<file path="src/rtl/multicycle_ctrl.sv">
// Multi-cycle FETCH/DECODE/EXEC/MEM/WB sequencer for the RV32I core sharing one memory port.
// Define MULTICYCLE_PERF_EN to add the cycle_cnt / instret_cnt performance counters.
module multicycle_ctrl #(
   parameter int unsigned MEM_TIMEOUT = 15
) (
   input  logic        clk,
   input  logic        rst,
   input  logic [6:0]  opcode,
   input  logic        mem_ready,
   input  logic        branch_taken,
   output logic        mem_req,
   output logic        mem_is_instr,
   output logic        MemRead,
   output logic        MemWr,
   output logic        IRWr,
   output logic        PCWr,
   output logic [1:0]  PCSrc,
   output logic        RegWr,
   output logic        MemtoReg,
   output logic        UncondJump,
   output logic        ALUSrc,
   output logic [1:0]  ALUOp,
   output logic [2:0]  state,
   output logic        illegal,
   output logic        retire
`ifdef MULTICYCLE_PERF_EN
   ,
   output logic [31:0] cycle_cnt,
   output logic [31:0] instret_cnt
`endif
);

   localparam logic [2:0] FETCH  = 3'd0;
   localparam logic [2:0] DECODE = 3'd1;
   localparam logic [2:0] EXEC   = 3'd2;
   localparam logic [2:0] MEM    = 3'd3;
   localparam logic [2:0] WB     = 3'd4;
   localparam logic [2:0] ERROR  = 3'd7;

   localparam logic [6:0] OP_BTYPE = 7'b1100011;
   localparam logic [6:0] OP_RTYPE = 7'b0110011;
   localparam logic [6:0] OP_STORE = 7'b0100011;
   localparam logic [6:0] OP_LOAD  = 7'b0000011;
   localparam logic [6:0] OP_ITYPE = 7'b0010011;
   localparam logic [6:0] OP_JAL   = 7'b1101111;
   localparam logic [6:0] OP_JALR  = 7'b1100111;

   logic [2:0] r_state;
   logic [2:0] w_next;
   logic [6:0] r_opQ;
   logic [7:0] r_waitCnt;
   logic       r_illegal;
   logic       w_waiting;
   logic       w_timeout;
   logic       w_supported;
   logic       w_aluSrc;
   logic [1:0] w_aluOp;

   assign w_supported = (opcode == OP_BTYPE) || (opcode == OP_RTYPE) || (opcode == OP_STORE) ||
                        (opcode == OP_LOAD)  || (opcode == OP_ITYPE) || (opcode == OP_JAL)   ||
                        (opcode == OP_JALR);

   // The last permitted wait cycle is the one where the counter already holds MEM_TIMEOUT-1,
   // so exactly MEM_TIMEOUT unanswered cycles lead to ERROR unless mem_ready arrives.
   assign w_waiting = ((r_state == FETCH) || (r_state == MEM)) && !mem_ready;
   assign w_timeout = w_waiting && (r_waitCnt == 8'(MEM_TIMEOUT - 1));

   always_comb begin
      w_aluSrc = 1'b1;
      w_aluOp  = 2'b00;
      case (r_opQ)
         OP_BTYPE: begin w_aluSrc = 1'b0; w_aluOp = 2'b01; end
         OP_RTYPE: begin w_aluSrc = 1'b0; w_aluOp = 2'b10; end
         OP_ITYPE: begin w_aluSrc = 1'b1; w_aluOp = 2'b11; end
         default:  ;
      endcase
   end

   always_comb begin
      w_next = r_state;
      case (r_state)
         FETCH:  w_next = mem_ready ? DECODE : (w_timeout ? ERROR : FETCH);
         DECODE: w_next = w_supported ? EXEC : ERROR;
         EXEC: begin
            case (r_opQ)
               OP_BTYPE, OP_JAL, OP_JALR: w_next = FETCH;
               OP_LOAD, OP_STORE:         w_next = MEM;
               OP_RTYPE, OP_ITYPE:        w_next = WB;
               default:                   w_next = ERROR;
            endcase
         end
         MEM: begin
            if (mem_ready)      w_next = (r_opQ == OP_LOAD) ? WB : FETCH;
            else if (w_timeout) w_next = ERROR;
         end
         WB:      w_next = FETCH;
         default: w_next = ERROR;
      endcase
   end

   // Strobes are forced low while rst is high so a write in flight drops immediately.
   always_comb begin
      mem_req      = 1'b0;
      mem_is_instr = 1'b0;
      MemRead      = 1'b0;
      MemWr        = 1'b0;
      IRWr         = 1'b0;
      PCWr         = 1'b0;
      PCSrc        = 2'b00;
      RegWr        = 1'b0;
      MemtoReg     = 1'b0;
      UncondJump   = 1'b0;
      ALUSrc       = 1'b0;
      ALUOp        = 2'b00;
      retire       = 1'b0;
      state        = r_state;
      illegal      = r_illegal;
      if (!rst) begin
         case (r_state)
            FETCH: begin
               mem_req      = 1'b1;
               mem_is_instr = 1'b1;
               MemRead      = 1'b1;
               IRWr         = mem_ready;
               PCWr         = mem_ready;
            end
            EXEC: begin
               ALUSrc = w_aluSrc;
               ALUOp  = w_aluOp;
               case (r_opQ)
                  OP_BTYPE: begin
                     PCWr   = branch_taken;
                     PCSrc  = 2'b01;
                     retire = 1'b1;
                  end
                  OP_JAL, OP_JALR: begin
                     PCWr       = 1'b1;
                     PCSrc      = (r_opQ == OP_JALR) ? 2'b10 : 2'b01;
                     RegWr      = 1'b1;
                     UncondJump = 1'b1;
                     retire     = 1'b1;
                  end
                  default: ;
               endcase
            end
            MEM: begin
               mem_req = 1'b1;
               ALUSrc  = 1'b1;
               MemRead = (r_opQ == OP_LOAD);
               MemWr   = (r_opQ == OP_STORE);
               retire  = mem_ready && (r_opQ == OP_STORE);
            end
            WB: begin
               RegWr    = 1'b1;
               MemtoReg = (r_opQ == OP_LOAD);
               ALUSrc   = w_aluSrc;
               ALUOp    = w_aluOp;
               retire   = 1'b1;
            end
            default: ;
         endcase
      end
   end

   always_ff @(posedge clk or posedge rst) begin
      if (rst) begin
         r_state   <= FETCH;
         r_opQ     <= 7'd0;
         r_waitCnt <= 8'd0;
         r_illegal <= 1'b0;
      end else begin
         r_state   <= w_next;
         r_waitCnt <= w_waiting ? (r_waitCnt + 8'd1) : 8'd0;
         if (r_state == DECODE) r_opQ <= opcode;
         if (w_next == ERROR) r_illegal <= 1'b1;
      end
   end

`ifdef MULTICYCLE_PERF_EN
   logic [31:0] r_cycleCnt;
   logic [31:0] r_instretCnt;

   always_ff @(posedge clk or posedge rst) begin
      if (rst) begin
         r_cycleCnt   <= 32'd0;
         r_instretCnt <= 32'd0;
      end else begin
         if (r_state != ERROR) r_cycleCnt <= r_cycleCnt + 32'd1;
         if (retire) r_instretCnt <= r_instretCnt + 32'd1;
      end
   end

   assign cycle_cnt   = r_cycleCnt;
   assign instret_cnt = r_instretCnt;
`endif

endmodule

</file>
<file path="config.mk">
export PLATFORM = sky130hd
export DESIGN_NAME = multicycle_ctrl
export DESIGN_NICKNAME = d
export VERILOG_FILES = /design/src/rtl/multicycle_ctrl.sv
export SDC_FILE = /design/constraint.sdc
export NUM_CORES = 1
export LEC_CHECK = 0
export BUFFER_PORTS_ARGS = -buffer_cell sky130_fd_sc_hd__buf_2
export CORE_MARGIN = 4
export CORE_UTILIZATION = 47
export DETAILED_ROUTE_END_ITERATION = 7
export PLACE_DENSITY_LB_ADDON = 0.05
export SETUP_SLACK_MARGIN = 0.2
export SLEW_MARGIN = 30
export SYNTH_ARGS = -nofsm -noshare
export SYNTH_HDL_FRONTEND = slang
export SYNTH_SLANG_ARGS = --single-unit
</file>
<file path="constraint.sdc">
create_clock -name clk -period 1.5 [get_ports clk]
set_input_delay 0.225 -clock clk [delete_from_list [all_inputs] [get_ports clk]]
set_output_delay 0.225 -clock clk [all_outputs]
set_load 0.02 [all_outputs]
</file>
After elaboration in Yosys (flattened, before gate mapping)
Index checks and enable logic that the tools add are counted.
{"block": "op_classes", "addsub": 1, "n_mul": 0, "n_div": 0, "order_cmp": 0, "n_eq_ne": 20, "shifts": 0, "muxes": 42, "bitwise": 0, "n_reduce_logical": 19}
{"cell": "equality test 7 bit, second input constant", "n": 6}
{"cell": "equality test 7 x 6 -> 1 bit, second input constant", "n": 4}
{"cell": "2-to-1 mux 1 bit", "n": 20}
{"cell": "2-to-1 mux 3 bit", "n": 6}
{"cell": "one-hot mux 3 bit (5 select lines)", "n": 1}
{"cell": "equality test 7 x 2 -> 1 bit, second input constant", "n": 2}
{"cell": "equality test 7 x 5 -> 1 bit, second input constant", "n": 2}
{"cell": "OR reduction 2 bit", "n": 6}
{"cell": "2-to-1 mux 2 bit", "n": 5}
{"cell": "one-hot mux 1 bit (2 select lines)", "n": 5}
{"cell": "one-hot mux 3 bit (3 select lines)", "n": 1}
{"cell": "adder 8 x 1 -> 8 bit, second input constant", "n": 1}
{"cell": "equality test 8 x 4 -> 1 bit, second input constant", "n": 1}
{"cell": "2-to-1 mux 8 bit", "n": 1}
{"cell": "logical OR 1 bit", "n": 7}
{"cell": "equality test 3 x 2 -> 1 bit, second input constant", "n": 2}
{"cell": "equality test 3 bit, second input constant", "n": 2}
{"cell": "one-hot mux 2 bit (3 select lines)", "n": 1}
{"cell": "one-hot mux 2 bit (2 select lines)", "n": 1}
{"cell": "equality test 3 x 1 -> 1 bit, second input constant", "n": 1}
{"cell": "logical AND 1 bit", "n": 3}
{"cell": "logical NOT 3 bit", "n": 1}
{"cell": "one-hot mux 1 bit (3 select lines)", "n": 1}
{"cell": "OR reduction 3 bit", "n": 1}
{"cell": "logical NOT 1 bit", "n": 1}
{"block": "totals", "regBits": 19, "latch_bits": 0, "ram_bits": 0, "romBits": 0, "in_bits": 11, "out_inout_bits": 19, "word_cells": 86, "memories": 0}

Depth between registers and ports, before layout
{"block": "depth", "depth_word": 10, "depth_mapped": 6}

Worst setup path before layout
No wires, ideal clock.
{"block": "synth_path", "path_kind": "reg-to-output", "startpoint": "reg r_state[0] (netlist: state[0])", "endpoint": "out PCWr", "t_arrival_ps": 1893, "required_ps": 1275, "setup_slack_ps": -618, "stages_incl_launch_ff": 5, "n_path_buf": 1, "path_cell_list": "dfrtp_1 > buf_1 > nor4_1 > nand2_1 > nand3_1"}
{"block": "synth_between", "elab_chain_len": 3}
{"item": "from (decl)", "line_no": "48", "source": "logic [2:0] r_state;"}
{"item": "from (signal assigned)", "line_no": "172", "source": "r_state <= w_next;"}
{"item": "equality test 3 x 2 -> 1 bit or logical NOT 3 bit (tied branches)", "line_no": "119", "source": "case (r_state)"}
{"item": "one-hot mux 1 bit (2 select lines) (*)", "line_no": "119"}
{"item": "2-to-1 mux 1 bit (*)", "line_no": "118", "source": "if (!rst) begin"}
{"item": "to (decl)", "line_no": "16", "source": "output logic PCWr,"}
Every way passes the cells marked *; elsewhere a longest branch is shown, timed or not.

Final worst setup path
{"block": "layout_path", "startpoint": "reg r_opQ[4]", "endpoint": "out RegWr"}
{"block": "layout_between", "elab_chain_len": 5}
{"item": "from (decl)", "line_no": "50", "source": "logic [6:0] r_opQ;"}
{"item": "from (signal assigned)", "line_no": "174", "source": "if (r_state == DECODE) r_opQ <= opcode;"}
{"item": "equality test 7 bit", "line_no": "130", "source": "case (r_opQ)"}
{"item": "OR reduction 2 bit (*)", "line_no": "130"}
{"item": "2-to-1 mux 1 bit (*)", "line_no": "130"}
{"item": "one-hot mux 1 bit (2 select lines) (*)", "line_no": "119"}
{"item": "2-to-1 mux 1 bit (*)", "line_no": "118"}
{"item": "to (decl)", "line_no": "18", "source": "output logic RegWr,"}
Marked as above.

==> results by group <==
Worst setup path
  • Required time of the worst setup path: 1270 ps
  • CP max-delay cell: dfrtp_1
  • Cell family with most CP delay: simple AND/OR/NAND/NOR gates
  • CP Data Arrival Time: 1730 ps
  • Kind of start point of the critical path: flip-flop
  • Delay of the slowest cell on the worst path: 400 ps
  • Setup CP Type: flip-flop to primary output
  • Critical path buffer and inverter count: 1
  • Setup crit end kind: primary output
  • Critical path peak fanout: 4
  • List of cells traversed by the critical path: nand3b_1 > nor2_2 > nor4b_4 > nand2_2 > o31ai_2 > buf_4

Pwr
  • Leakage power figure: 0.000979 uW
  • Maximum VDD drop: 1630 uV
  • Part of the total power dissipated in combinational logic: 69.3%
  • Clock group share of total power: 6.9%
  • Sw Pwr: 1550 uW
  • Int Power: 2130 uW
  • Power per Cell Area: 1720 nW/um2
  • Net switching fraction of the power: 42.2%
  • Sequential Power Share: 23.8%

Cells and area
  • Non-filler instance count after layout: 236
  • Layout-stage area growth over the synthesis result: 74.4%
  • Antenna diode instance count: 0
  • Nets: 220
  • Fillers: 125
  • Layout cell share with drive strength beyond 1: 65.5%
  • Fraction of the core area covered by cells at the end of the flow: 86.7%
  • Design area: 2150 um2

Floorplanning
  • Number of rows in the core area: 18
  • Chip Width: 59.2 um
  • Floorplan die area: 3500 um2
  • Y dimension of the die: 59.2 um
  • Boundary Pins: 30
  • Core box area: 2480 um2
  • Initial core utilization: 49.7%

Clock network
  • Worst-case clock buffer depth: 2
  • Level count of the clock H-tree: 1
  • Clock tree from TritonCTS: done
  • Root buffer selected by CTS: clkbuf_4
  • Number of buffers added by the clock tree synthesis step: 3
  • Cts-stage hold buffer count: 0
  • Clock-pin slew reported for the worst setup and hold paths after clock tree synthesis: 100 ps
  • Insertion delay to the later sink of the worst-skew pair: 290 ps
  • CTS Sinks: 19

Timing
  • Final count of pins violating max slew: 0
  • Total count of hold-check failures in the final report: 0
  • Setup skew after layout: 3.31 ps
  • Worst-margin pin slew: 390 ps
  • Endpoints failing setup: 26
  • Setup repair after global routing missed its margin: true
  • Post-route setup slack: -459 ps
  • Crit path time final: 1960 ps
  • Remaining max-slew budget at the tightest pin: 73.9%
  • Final worst path period share: 131%
  • Setup TNS after final layout: -5730 ps
  • Maximum achievable frequency: 510 MHz

Drt
  • DR iter-0 viols: 26
  • Detailed Route WL: 3640 um
  • Number of nets with antenna violations after detailed routing: 0
  • DR DRC count: 0
  • Ratio of routed vias to standard cells: 5.40
  • DR pass1 iterations: 4
  • Total vias in the final route: 1274
  • Wire per inst: 15.4 um

Outcome
  • Violated checks: negative setup slack
  • Outcome: finished with violations

Global routing
  • Initial antenna violation count: 0
  • Number of global-route vias before repair: 1294
  • Total congestion overflow after global routing: 0
  • First-pass GRT wire length: 5990 um
  • Maximum number of pins on one net before global-route repair: 20
  • Total routing usage reported by global routing: 22.7%
  • Met2 track demand over resource in global routing: 37.3%
  • GRT Max-Usage Layer: met2
  • Met3 Resource Use GR: 3.49%
  • Met1 Track Usage GR: 29.8%

Logic synthesis
  • Synthesized Nets: 152
  • Gate Count Post-Synth: 139
  • Count of different cell masters after synthesis: 43
  • Number of warnings issued by yosys: 0
  • Number of register bits inferred by synthesis: 19
  • Netlist area before placement: 1230 um2
  • Syn_area_per_cell: 8.86 um2
  • Number of enable-type register cells in the synthesized netlist: 0
  • Seq/Total Area, Yosys: 38.6%
  • Post-synth top area share: 38.6%
  • Leading post-synthesis cells by cell area: dfrtp_1, mux2_2, nor2_1, nand2_1, xor2_1
  • Share of synthesized registers carrying an async set or reset: 100%
  • Cell taking the most area after synthesis: dfrtp_1
  • Dominant synthesized flop cell: dfrtp_1

Place
  • Placed cell count: 223
  • Post-Place Setup Slack: -146 ps
  • Number of port buffers: 29
  • Area after detailed placement: 1760 um2
  • Post-detail-place hpwl: 2580 um
  • Final Wtd Congestion: 0.881

Hold path
  • Hold Crit Class: input pin to asynchronous set/reset pin

Run
  • Number of violations of the max-capacitance limit: 0
what timing repair did:
item / in CTS / in global routing
endpoints found under the setup margin: 35 / 37
gates resized for setup: 60 / 23
buffers inserted: 7 / 2
pin swaps: 21 / 11
state kept, by name (all words and copies together), names as in the netlist:
signal     cells
r_waitCnt      8
illegal        1
state          3
r_opQ          7
cell usage in the layout, fill, tap and decap left out, drive strengths merged, types with 2 or more instances in the layout:
cell / instances
buf: 70
dfrtp: 19
nor2: 18
nand2: 14
o21ai: 8
inv: 7
nand3: 7
nor3: 7
mux2: 6
xor2: 5
xnor2: 4
clkbuf: 4
a21oi: 3
nand2b: 2
a21o: 2
and4: 2
ha: 2
and2: 2
a221oi: 2
nor4: 2
a31oi: 2
worst paths after layout:
path	startpoint	to	slack, ps	cells after the start
max in group asynchronous	rst	r_opQ[3]	1240	3
hold reg to reg	illegal	illegal	490	2
min in group clk	opcode[2]	r_opQ[2]	170	3
hold / removal	rst	state[0]	40	3
setup / recovery	r_opQ[4]	RegWr	-460	6
setup reg to reg	r_opQ[4]	illegal	-160	7
metal layers:
| metal | vias to the layer above | wire length, um |
|---|---|---|
| met4 | 0 | 68 |
| met1 | 608 | 1520 |
| met2 | 38 | 1900 |
| met3 | 8 | 152 |
| met5 | - | 0 |
| li1 | 620 | - |
cells by family after synthesis:
| group | Yosys count | synth area share [%] |
|---|---|---|
| simple gates | 64 | 28.9 |
| compound gates | 24 | 12.8 |
| flops | 19 | 38.6 |
| buf+inv | 15 | 5.79 |
| xor+xnor | 9 | 6.40 |
| mux | 6 | 5.49 |
| fa+ha+maj | 2 | 2.03 |
area by class of cell:
class,count,area (um2),share of cell area [%]
flip-flops and latches,19,482,22.4
inverters,8,41.3,1.92
clock buffers,4,26.3,1.22
repair buffers,70,593,27.6
multi-input cells,105,967,45.0
well taps,30,37.5,1.75
worst register-to-register path: stages (launching register included):
cell	delay, ps
dfrtp_1	400
nand3b_1	250
buf_4	190
buf_6	110
a221oi_4	250
a21oi_2	100
a21oi_2	140
o211ai_1	100
through the flow:
step	total power (uW)	hold WS, ps
2_1_floorplan	2020	342
3_3_place_gp	2640	345
4_1_cts	3440	19.0
5_1_grt	3910	37.2
3_5_place_dp	2690	347
6_report	3690	36.5
Yosys cell counts (all sizes together), types with 2 or more instances:
| master | number |
|---|---|
| a21oi | 3 |
| o21ai | 8 |
| nor3 | 7 |
| buf | 6 |
| a31oi | 2 |
| nand3 | 7 |
| inv | 8 |
| nor2 | 18 |
| and2 | 2 |
| xnor2 | 4 |
| nand2b | 2 |
| xor2 | 5 |
| and4 | 2 |
| mux2 | 6 |
| nor4 | 2 |
| nand2 | 14 |
| dfrtp | 19 |
| a21o | 2 |
| a221oi | 2 |
| ha | 2 |
power groups by stage:
stage	clock network, uW	registers (uW)	logic (uW)
6_report	254	878	2550
5_1_grt	301	903	2710
4_1_cts	274	853	2310
2_1_floorplan	0	885	1140
3_3_place_gp	0	838	1800
3_5_place_dp	0	844	1840
(Power assumes the default switching activity.)
